**config.mk**
```make
export PLATFORM = sky130hd
export DESIGN_NAME = bound_flasher_ctrl_flat
export DESIGN_NICKNAME = d
export VERILOG_FILES = /design/src/rtl/bound_flasher_ctrl_if.sv /design/src/rtl/bound_flasher_ctrl.sv /design/src/flat_wrapper.sv
export SDC_FILE = /design/constraint.sdc
export NUM_CORES = 1
export LEC_CHECK = 0
export CORE_MARGIN = 4
export CORE_UTILIZATION = 49
export DETAILED_ROUTE_END_ITERATION = 12
export PLACE_DENSITY = 0.76
export SLEW_MARGIN = 25
export SYNTH_ARGS = -nofsm -noshare
export SYNTH_HDL_FRONTEND = slang
export SYNTH_SLANG_ARGS = --single-unit
```
**constraint.sdc**
```tcl
create_clock -name clk -period 3.1 [get_ports clk]
set_input_delay 0.62 -clock clk [delete_from_list [all_inputs] [get_ports clk]]
set_output_delay 0.62 -clock clk [all_outputs]
set_load 0.02 [all_outputs]
```
**src/rtl/bound_flasher_ctrl_if.sv**
```systemverilog
// Lamp-bank bus for the Bound Flasher: flick request in, lamp bar and status out.
// master = whoever issues flick, slave = the controller.
interface bound_flasher_ctrl_if #(
  parameter int N_LAMPS = 16
);
  logic               flick;
  logic [N_LAMPS-1:0] lamp;
  logic [2:0]         state;
  logic               busy;
  logic               done;

  modport master (output flick, input lamp, state, busy, done);
  modport slave  (input flick, output lamp, state, busy, done);
endinterface

```
**src/rtl/bound_flasher_ctrl.sv**
```systemverilog
// Bound Flasher controller: a level register stepped +/-1 at a prescaled rate, a
// seven-state sweep sequence with flick kickbacks, and a thermometer lamp output.
module bound_flasher_ctrl #(
  parameter int N_LAMPS  = 16,
  parameter int B1       = 6,
  parameter int B2       = 11,
  parameter int FLOOR    = 5,
  parameter int STEP_DIV = 1
) (
  input  logic                 clk,
  input  logic                 rst,
  bound_flasher_ctrl_if.slave  bus
);
  localparam int LW = $clog2(N_LAMPS + 1);
  localparam int DW = (STEP_DIV > 1) ? $clog2(STEP_DIV) : 1;
  localparam logic [DW-1:0] DIV_TOP = DW'(STEP_DIV - 1);

  if (!(FLOOR > 0 && FLOOR < B1 && B1 < B2 && B2 < N_LAMPS && STEP_DIV >= 1)) begin : g_bad_params
    $error("bound_flasher_ctrl: need 0 < FLOOR < B1 < B2 < N_LAMPS and STEP_DIV >= 1");
  end

  typedef enum logic [2:0] {
    IDLE = 3'd0,
    UP1  = 3'd1,
    DN1  = 3'd2,
    UP2  = 3'd3,
    DN2  = 3'd4,
    UP3  = 3'd5,
    DN3  = 3'd6
  } state_t;

  state_t             r_state, w_state_next;
  logic [LW-1:0]      r_level, w_level_next, w_ln;
  logic [DW-1:0]      r_div, w_div_next;
  logic [N_LAMPS-1:0] r_lamp, w_lamp_next;
  logic               r_busy, r_done, w_done_next;
  logic               w_step, w_up, w_at_bound;

  assign w_step     = (r_state != IDLE) && (r_div == DIV_TOP);
  assign w_up       = (r_state == UP1) || (r_state == UP2) || (r_state == UP3);
  assign w_ln       = w_up ? (r_level + LW'(1)) : (r_level - LW'(1));
  assign w_at_bound = (w_ln == LW'(B1)) || (w_ln == LW'(B2));

  // Transitions are decided on the post-step level so each peak shows for one step.
  always_comb begin
    w_state_next = r_state;
    w_level_next = r_level;
    w_div_next   = r_div;
    w_done_next  = 1'b0;
    case (r_state)
      IDLE: begin
        w_div_next = '0;
        if (bus.flick) begin
          w_state_next = UP1;
          w_level_next = '0;
        end
      end
      UP1, DN1, UP2, DN2, UP3, DN3: begin
        w_div_next = (r_div == DIV_TOP) ? '0 : r_div + DW'(1);
        if (w_step) begin
          w_level_next = w_ln;
          case (r_state)
            UP1: if (w_ln == LW'(B1)) w_state_next = DN1;
            DN1: if (w_ln == '0) w_state_next = UP2;
            UP2: begin
              if (bus.flick && w_at_bound)  w_state_next = DN1;
              else if (w_ln == LW'(B2))     w_state_next = DN2;
            end
            DN2: if (w_ln == LW'(FLOOR)) w_state_next = UP3;
            UP3: begin
              if (bus.flick && w_at_bound)  w_state_next = DN2;
              else if (w_ln == LW'(N_LAMPS)) w_state_next = DN3;
            end
            DN3: begin
              if (w_ln == '0) begin
                w_state_next = IDLE;
                w_done_next  = 1'b1;
              end
            end
            default: ;
          endcase
        end
      end
      default: begin
        // Unreachable code 7: recover to a clean idle.
        w_state_next = IDLE;
        w_level_next = '0;
        w_div_next   = '0;
      end
    endcase
  end

  for (genvar gi = 0; gi < N_LAMPS; gi++) begin : g_therm
    assign w_lamp_next[gi] = (w_level_next > LW'(gi));
  end

  always_ff @(posedge clk) begin
    if (rst) begin
      r_state <= IDLE;
      r_level <= '0;
      r_div   <= '0;
      r_lamp  <= '0;
      r_busy  <= 1'b0;
      r_done  <= 1'b0;
    end else begin
      r_state <= w_state_next;
      r_level <= w_level_next;
      r_div   <= w_div_next;
      r_lamp  <= w_lamp_next;
      r_busy  <= (w_state_next != IDLE);
      r_done  <= w_done_next;
    end
  end

  assign bus.lamp  = r_lamp;
  assign bus.state = r_state;
  assign bus.busy  = r_busy;
  assign bus.done  = r_done;
endmodule

```
**src/flat_wrapper.sv**
```systemverilog
// flat-port wrapper written by rule: the top's interface ports become plain ports
module bound_flasher_ctrl_flat 
#(
  parameter int N_LAMPS  = 16,
  parameter int B1       = 6,
  parameter int B2       = 11,
  parameter int FLOOR    = 5,
  parameter int STEP_DIV = 1
)
  (clk, rst, bus_flick, bus_lamp, bus_state, bus_busy, bus_done);
  bound_flasher_ctrl_if #(.N_LAMPS(N_LAMPS)) bus_i ();
  input  logic clk;
  input  logic rst;
  input wire logic [$bits(bus_i.flick)-1:0] bus_flick;
  output wire logic [$bits(bus_i.lamp)-1:0] bus_lamp;
  output wire logic [$bits(bus_i.state)-1:0] bus_state;
  output wire logic [$bits(bus_i.busy)-1:0] bus_busy;
  output wire logic [$bits(bus_i.done)-1:0] bus_done;
  assign bus_i.flick = bus_flick;
  assign bus_lamp = bus_i.lamp;
  assign bus_state = bus_i.state;
  assign bus_busy = bus_i.busy;
  assign bus_done = bus_i.done;
  bound_flasher_ctrl #(.N_LAMPS(N_LAMPS), .B1(B1), .B2(B2), .FLOOR(FLOOR), .STEP_DIV(STEP_DIV)) u_core (.clk(clk), .rst(rst), .bus(bus_i));
endmodule
```
==> results of run 1 <==
[registers in the layout (all words and copies together) (netlist names)]
signal and count:
u_core.r_level 5, u_core.bus.busy 1, u_core.bus.state 3, u_core.bus.lamp 16, u_core.r_div 1, u_core.bus.done 1
[tightest hold or removal path, stage by stage, from the launching register on]
cell and delay, ns:
dfxtp_4 0.37, buf_4 0.18, nor4_1 0.07
[synth_stat cells (3+ instances only)]
| master | count | area share |
|---|---|---|
| nor3_1 | 5 | 0.015 |
| o32a_1 | 4 | 0.024 |
| and2_1 | 3 | 0.011 |
| o211ai_1 | 3 | 0.014 |
| clkbuf_1 | 9 | 0.020 |
| nand2_1 | 15 | 0.034 |
| nand3_1 | 7 | 0.021 |
| nor2_1 | 13 | 0.029 |
| o21ai_0 | 12 | 0.036 |
| inv_1 | 10 | 0.023 |
| ha_1 | 4 | 0.030 |
| and3_1 | 3 | 0.011 |
| dfxtp_1 | 27 | 0.33 |
| a21oi_1 | 14 | 0.042 |
| nor3b_1 | 4 | 0.018 |
| buf_2 | 3 | 0.0090 |
| nand2b_1 | 3 | 0.011 |
| xnor2_1 | 3 | 0.016 |
| mux2i_1 | 7 | 0.042 |
[per-stage QoR]
step	utilization	cell area (um2)	cells	total power, uW	hold slack [ns]
final	0.664	2090	266	841	0.656
after global routing	0.664	2090	266	884	0.682
after CTS	0.640	2020	260	814	0.649
after detailed placement	0.631	1990	256	664	0.629
after global placement	0.631	1990	256	658	0.616
after floorplan	-	1700	193	579	0.584
[area by class of cell]
class / instances / area [um2] / share of cell area
Inverter: 11 / 41.3 / 0.0197
Multi-Input combinational cell: 142 / 1080 / 0.514
Timing Repair Buffer: 38 / 347 / 0.166
Tap cell: 44 / 55.1 / 0.0263
Clock buffer: 3 / 22.5 / 0.0108
Clock inverter: 1 / 5.00 / 0.00239
Sequential cell: 27 / 547 / 0.261
[what timing repair did]
item | CTS | global route
setup endpoints to repair | 0 | 1
setup buffers | 0 | 5
resized for setup | 0 | 3
[worst min-delay path by stage]
stage | startpoint | to | depth (start not counted)
final | u_core.bus.state[0]$_SDFF_PP0_ | u_core.bus.done$_SDFF_PP0_ | 2
after global routing | u_core.bus.state[0]$_SDFF_PP0_ | u_core.bus.done$_SDFF_PP0_ | 2
after CTS | u_core.bus.state[0]$_SDFF_PP0_ | u_core.bus.done$_SDFF_PP0_ | 2
after detailed placement | u_core.bus.state[0]$_SDFF_PP0_ | u_core.bus.done$_SDFF_PP0_ | 2
after global placement | u_core.bus.state[0]$_SDFF_PP0_ | u_core.bus.done$_SDFF_PP0_ | 2
after floorplan | u_core.r_div$_SDFF_PP0_ | u_core.bus.state[0]$_SDFF_PP0_ | 2
[cell families (layout without fill, tap and decap cells)]
logic type | Yosys count | after routing
AND/OR/NAND/NOR | 70 | 70
AO/OA/AOI/OAI | 54 | 54
flip-flops | 27 | 27
buffers and inverters | 25 | 53
multiplexers | 8 | 8
adder cells (fa/ha/maj) | 4 | 4
XOR/XNOR | 4 | 5
other | 1 | 1
[power by group]
| group | leakage [uW] | switching (uW) | internal [uW] |
|---|---|---|---|
| Combinational | 0.000556 | 161 | 139 |
| Sequential | 0.000223 | 19.2 | 373 |
| Clock | 0.0000177 | 101 | 48.4 |
[per-layer routing]
| metal | track usage | wire [um] |
|---|---|---|
| met1 | 0.270 | 1760 |
| met2 | 0.342 | 2030 |
| met3 | 0.0357 | 457 |
| met4 | 0.0482 | 102 |
| met5 | 0 | 0 |
==> impl_metrics.json, run 1 <==
{
  "status": "finished, final reports clean",
  "start_util": 0.527,
  "cts-root-buf": "clkbuf_4",
  "grt_pass1_wl_mm": 6.91,
  "fin_crit_ns": 3.03,
  "crit_buf_inv": 2,
  "first_global_vias": 1435,
  "die_area_um2": 4380,
  "ys.warnings.count": 0,
  "cts_tree": "yes",
  "wl_mm": 4.35,
  "crit_type": "reg2reg",
  "max_freq_mhz": 330,
  "antenna_found_initial": 0,
  "cpPeakStageDelay_ns": 0.48,
  "core_area_um2": 3150,
  "die-height_um": 66.2,
  "slew_viol_final": 0,
  "fin_crit_sh": 0.978,
  "synth_edf_count": 0,
  "rows": 20,
  "synth_adder_area_share": 0.0301,
  "antennaDiodeCount": 0,
  "synth-compound-area-share": 0.258,
  "drt-initial-drc-count": 134,
  "worst_setup_path_end_kind": "register",
  "crit_start": "u_core.bus.state[0]$_SDFF_PP0_",
  "power_density_nw_per_um2": 402,
  "final_common_cell": "dfxtp_1",
  "via_per_inst": 6.13,
  "drive_gt1_frac": 0.180,
  "path_cells": "a21boi_4 -> xnor2_4 -> ha_4 -> or4_4 -> mux2i_4 -> buf_6 -> xnor2_4 -> buf_4 -> nand3_2 -> nand2_1 -> a221o_1 -> or4b_1",
  "wl_per_cell_um": 16.3,
  "fill_cells": 277,
  "synth-seq-cells": 27,
  "final_cell_mix": "dfxtp_1, clkdlybuf4s50_1, nand2_1",
  "cts_max_path_buffers": 2,
  "finalSetupViolations": 0,
  "crit_path_start_kind": "register",
  "rrSetupSlack_ns": 0.07,
  "portBuffers": 23,
  "worstPathMaxFanout": 4,
  "gr-total-overflow": 0,
  "clock-sinks": 27,
  "fin_skew_ns": 0.00259,
  "area_delta_synth_final_pct": 26.1,
  "clock_latency_ns": 0.32,
  "maxSlewHeadroom": 0.654,
  "crit_required_ns": 3.32,
  "grt_max_degree": 20,
  "r2r-end": "u_core.bus.busy$_SDFF_PP0_",
  "synth-main-ff-cell": "dfxtp_1",
  "leakage_uw": 0.000796,
  "final_antenna_net_count": 0,
  "place_ws_ns": 0.116,
  "ys_seq_area_frac": 0.326,
  "ys_types": 56,
  "fp.dieW_um": 66.2,
  "holdCritPathClass": "reg2reg",
  "rr_startpoint": "u_core.bus.state[0]$_SDFF_PP0_",
  "synth_xor_area_frac": 0.0324,
  "dp_hpwl_mm": 3.14,
  "num_vias": 1631,
  "setup-tns-final_ns": 0,
  "crit_arrival_ns": 3.25,
  "nNetsFinal": 230,
  "gp_congestion": 0.967,
  "worstSetupPathDepth": 12,
  "hold_viol": 0,
  "remaining_drc_errors": 0,
  "synthSimpleGateAreaFrac": 0.230,
  "grt_usage": 0.204,
  "ir_worst_vdd_v": 0.000439,
  "avgSynthCellArea_um2": 8.60,
  "muxShareOfSynthArea": 0.0558,
  "cts_inserted_buffers": 3,
  "hold_buffers": 0,
  "io_pins": 24,
  "dr.pass1.iters": 5,
  "tightest_slew_ns": 0.518,
  "crit_top_cell": "xnor2_4",
  "async_flop_share": 0,
  "synth_top_family_by_area": "compound AO/OA/AOI/OAI gates",
  "cts_max_level": 1,
  "postLayoutSetupSlackWorst_ns": 0.0695,
  "path_delay_family": "simple AND/OR/NAND/NOR gates",
  "maxCapViolCount": 0,
  "cp_slowest_cell": "or4_4",
  "syn_nets": 200,
  "worstRegToRegCells": 12,
  "synth_area_um2": 1660,
  "clk_pin_slew_ns": 0.14,
  "crit_end": "u_core.bus.busy$_SDFF_PP0_",
  "syn_inst": 193
}
(Power assumes the default switching activity.)
==> inputs of run 2 (changes only) <==
--- a/config.mk
+++ b/config.mk
@@ -5,6 +5,7 @@
 export SDC_FILE = /design/constraint.sdc
 export NUM_CORES = 1
 export LEC_CHECK = 0
+export ABC_CLOCK_PERIOD_IN_PS = 3100
 export CORE_MARGIN = 4
 export CORE_UTILIZATION = 49
 export DETAILED_ROUTE_END_ITERATION = 12
==> results of run 2 <==
The final DEF is identical to that of run 1; final timing and power are the same.
==> inputs of run 3 (changes only) <==
--- a/config.mk
+++ b/config.mk
@@ -9,6 +9,7 @@
 export CORE_MARGIN = 4
 export CORE_UTILIZATION = 49
 export DETAILED_ROUTE_END_ITERATION = 12
+export GPL_TIMING_DRIVEN = 0
 export PLACE_DENSITY = 0.76
 export SLEW_MARGIN = 25
 export SYNTH_ARGS = -nofsm -noshare
==> impl_metrics.json, run 3 (synthesis results as in run 1) <==
{
  "status": "finished, final reports clean",
  "rows": 20,
  "fill_cells": 286,
  "antenna_found_initial": 0,
  "fin_cells": 278,
  "ir_worst_vdd_v": 0.000329,
  "fin_area_um2": 2170,
  "crit_required_ns": 3.33,
  "crit_type": "reg2reg",
  "remaining_drc_errors": 0,
  "dp_hpwl_mm": 3.19,
  "multi_input_area_um2": 1080,
  "leakage_uw": 0.000834,
  "fin_crit_ns": 3.10,
  "worst_setup_path_end_kind": "register",
  "swShare": 0.339,
  "io_pins": 24,
  "via_per_inst": 5.86,
  "p_sw_uw": 295,
  "dp.cells": 260,
  "combPwrFrac": 0.376,
  "antennaDiodeCount": 0,
  "clock_power_share": 0.183,
  "cts-root-buf": "clkbuf_4",
  "die-height_um": 66.2,
  "cts_tree": "yes",
  "fin_skew_ns": 0.00384,
  "cp_slowest_cell": "or4_4",
  "tightest_slew_ns": 0.505,
  "die_area_um2": 4380,
  "gr-total-overflow": 0,
  "max_freq_mhz": 323,
  "setup-tns-final_ns": 0,
  "clock_latency_ns": 0.33,
  "maxSlewHeadroom": 0.664,
  "crit_path_start_kind": "register",
  "worstPathMaxFanout": 8,
  "drive_gt1_frac": 0.197,
  "cts_max_level": 1,
  "final_common_cell": "dfxtp_1",
  "area_delta_synth_final_pct": 30.8,
  "dpl_cell_area_um2": 1990,
  "crit_top_cell": "xnor2_4",
  "place_ws_ns": -0.262,
  "clk_pin_slew_ns": 0.15,
  "grt_max_degree": 17,
  "drt-initial-drc-count": 155,
  "nNetsFinal": 242,
  "crit_arrival_ns": 3.33,
  "cts_max_path_buffers": 2,
  "power_density_nw_per_um2": 400,
  "finish.utilization": 0.689,
  "slew_viol_final": 0,
  "fp.dieW_um": 66.2,
  "largest_reg_flops": 16,
  "wl_mm": 4.43,
  "hold_buffers": 0,
  "p_int_uw": 574,
  "grt_usage": 0.208,
  "final_cell_mix": "dfxtp_1, clkdlybuf4s50_1, nand2_1",
  "fin_crit_sh": 0.999,
  "cpPeakStageDelay_ns": 0.48,
  "num_vias": 1630,
  "seqPwrFrac": 0.440,
  "postLayoutSetupSlackWorst_ns": 0.00364,
  "path_cells": "a21boi_4 -> buf_8 -> xnor2_4 -> ha_4 -> or4_4 -> mux2i_4 -> xnor2_4 -> a311oi_2 -> o211ai_1 -> a41oi_4 -> or4b_1",
  "maxCapViolCount": 0,
  "gp_congestion": 0.878,
  "finalSetupViolations": 0,
  "core_area_um2": 3150,
  "first_global_vias": 1550,
  "clock-sinks": 27,
  "wl_per_cell_um": 15.9,
  "dr.pass1.iters": 4,
  "final_antenna_net_count": 0,
  "start_util": 0.527,
  "portBuffers": 23,
  "grt_pass1_wl_mm": 7.14,
  "regArea_um2": 549,
  "hold_viol": 0,
  "holdCritPathClass": "reg2reg",
  "rsz0062_at_grt": "yes",
  "cts_inserted_buffers": 3
}
==> run 3: worst paths after layout <==
path,startpoint,to,slack (ns),cells past startpoint
setup / recovery,u_core.bus.state[2]$_SDFF_PP0_,u_core.bus.busy$_SDFF_PP0_,0.004,11
hold / removal,u_core.r_div$_SDFF_PP0_,u_core.bus.state[0]$_SDFF_PP0_,0.70,2
setup reg to reg,u_core.bus.state[2]$_SDFF_PP0_,u_core.bus.busy$_SDFF_PP0_,0.004,11
hold reg to reg,u_core.r_div$_SDFF_PP0_,u_core.bus.state[0]$_SDFF_PP0_,0.70,2
==> run 3: worst max-delay path, delay by kind of cell (launching register included) <==
family                   cells  cell delay, ns
multiplexers                 1            0.28
XOR/XNOR                     2            0.28
buffers and inverters        1            0.14
flip-flops                   1            0.38
AND/OR/NAND/NOR              2            0.95
adder cells (fa/ha/maj)      1            0.17
AO/OA/AOI/OAI                4            0.79
==> run 3: routing by layer <==
metal	routed length (um)	track usage	vias to the layer above
met4	48	0.0584	0
met2	2100	0.359	62
met1	2050	0.264	774
li1	-	-	787
met3	234	0.0340	7
met5	0	0	-
==> run 3: final cells by class <==
cell class	count	area share
multi-input cells	141	0.498
clock buffers	3	0.0104
repair buffers	37	0.156
plain buffers	14	0.0351
well taps	44	0.0253
inverters	11	0.0190
flip-flops and latches	27	0.253
clock inverters	1	0.00288
==> run 3: timing repair <==
action | 4_1_cts | 5_1_grt
endpoints found under the setup margin | 4 | 10
gates resized for setup | 4 | 6
buffers inserted | 9 | 5
pin swaps | 7 | 7
==> run 3: stage by stage <==
step / total power (uW) / hold WS, ns
finish: 869 / 0.697
global route: 918 / 0.740
CTS: 843 / 0.685
detailed placement: 663 / 0.638
global placement: 657 / 0.605
floorplan: 579 / 0.584
==> run 3: power by group through the flow <==
stage | combinational, uW | sequential, uW | clock (uW)
after global placement | 266 | 391 | 0
after floorplan | 161 | 418 | 0
after CTS | 296 | 383 | 165
after global routing | 351 | 385 | 182
final | 327 | 383 | 159
after detailed placement | 271 | 392 | 0
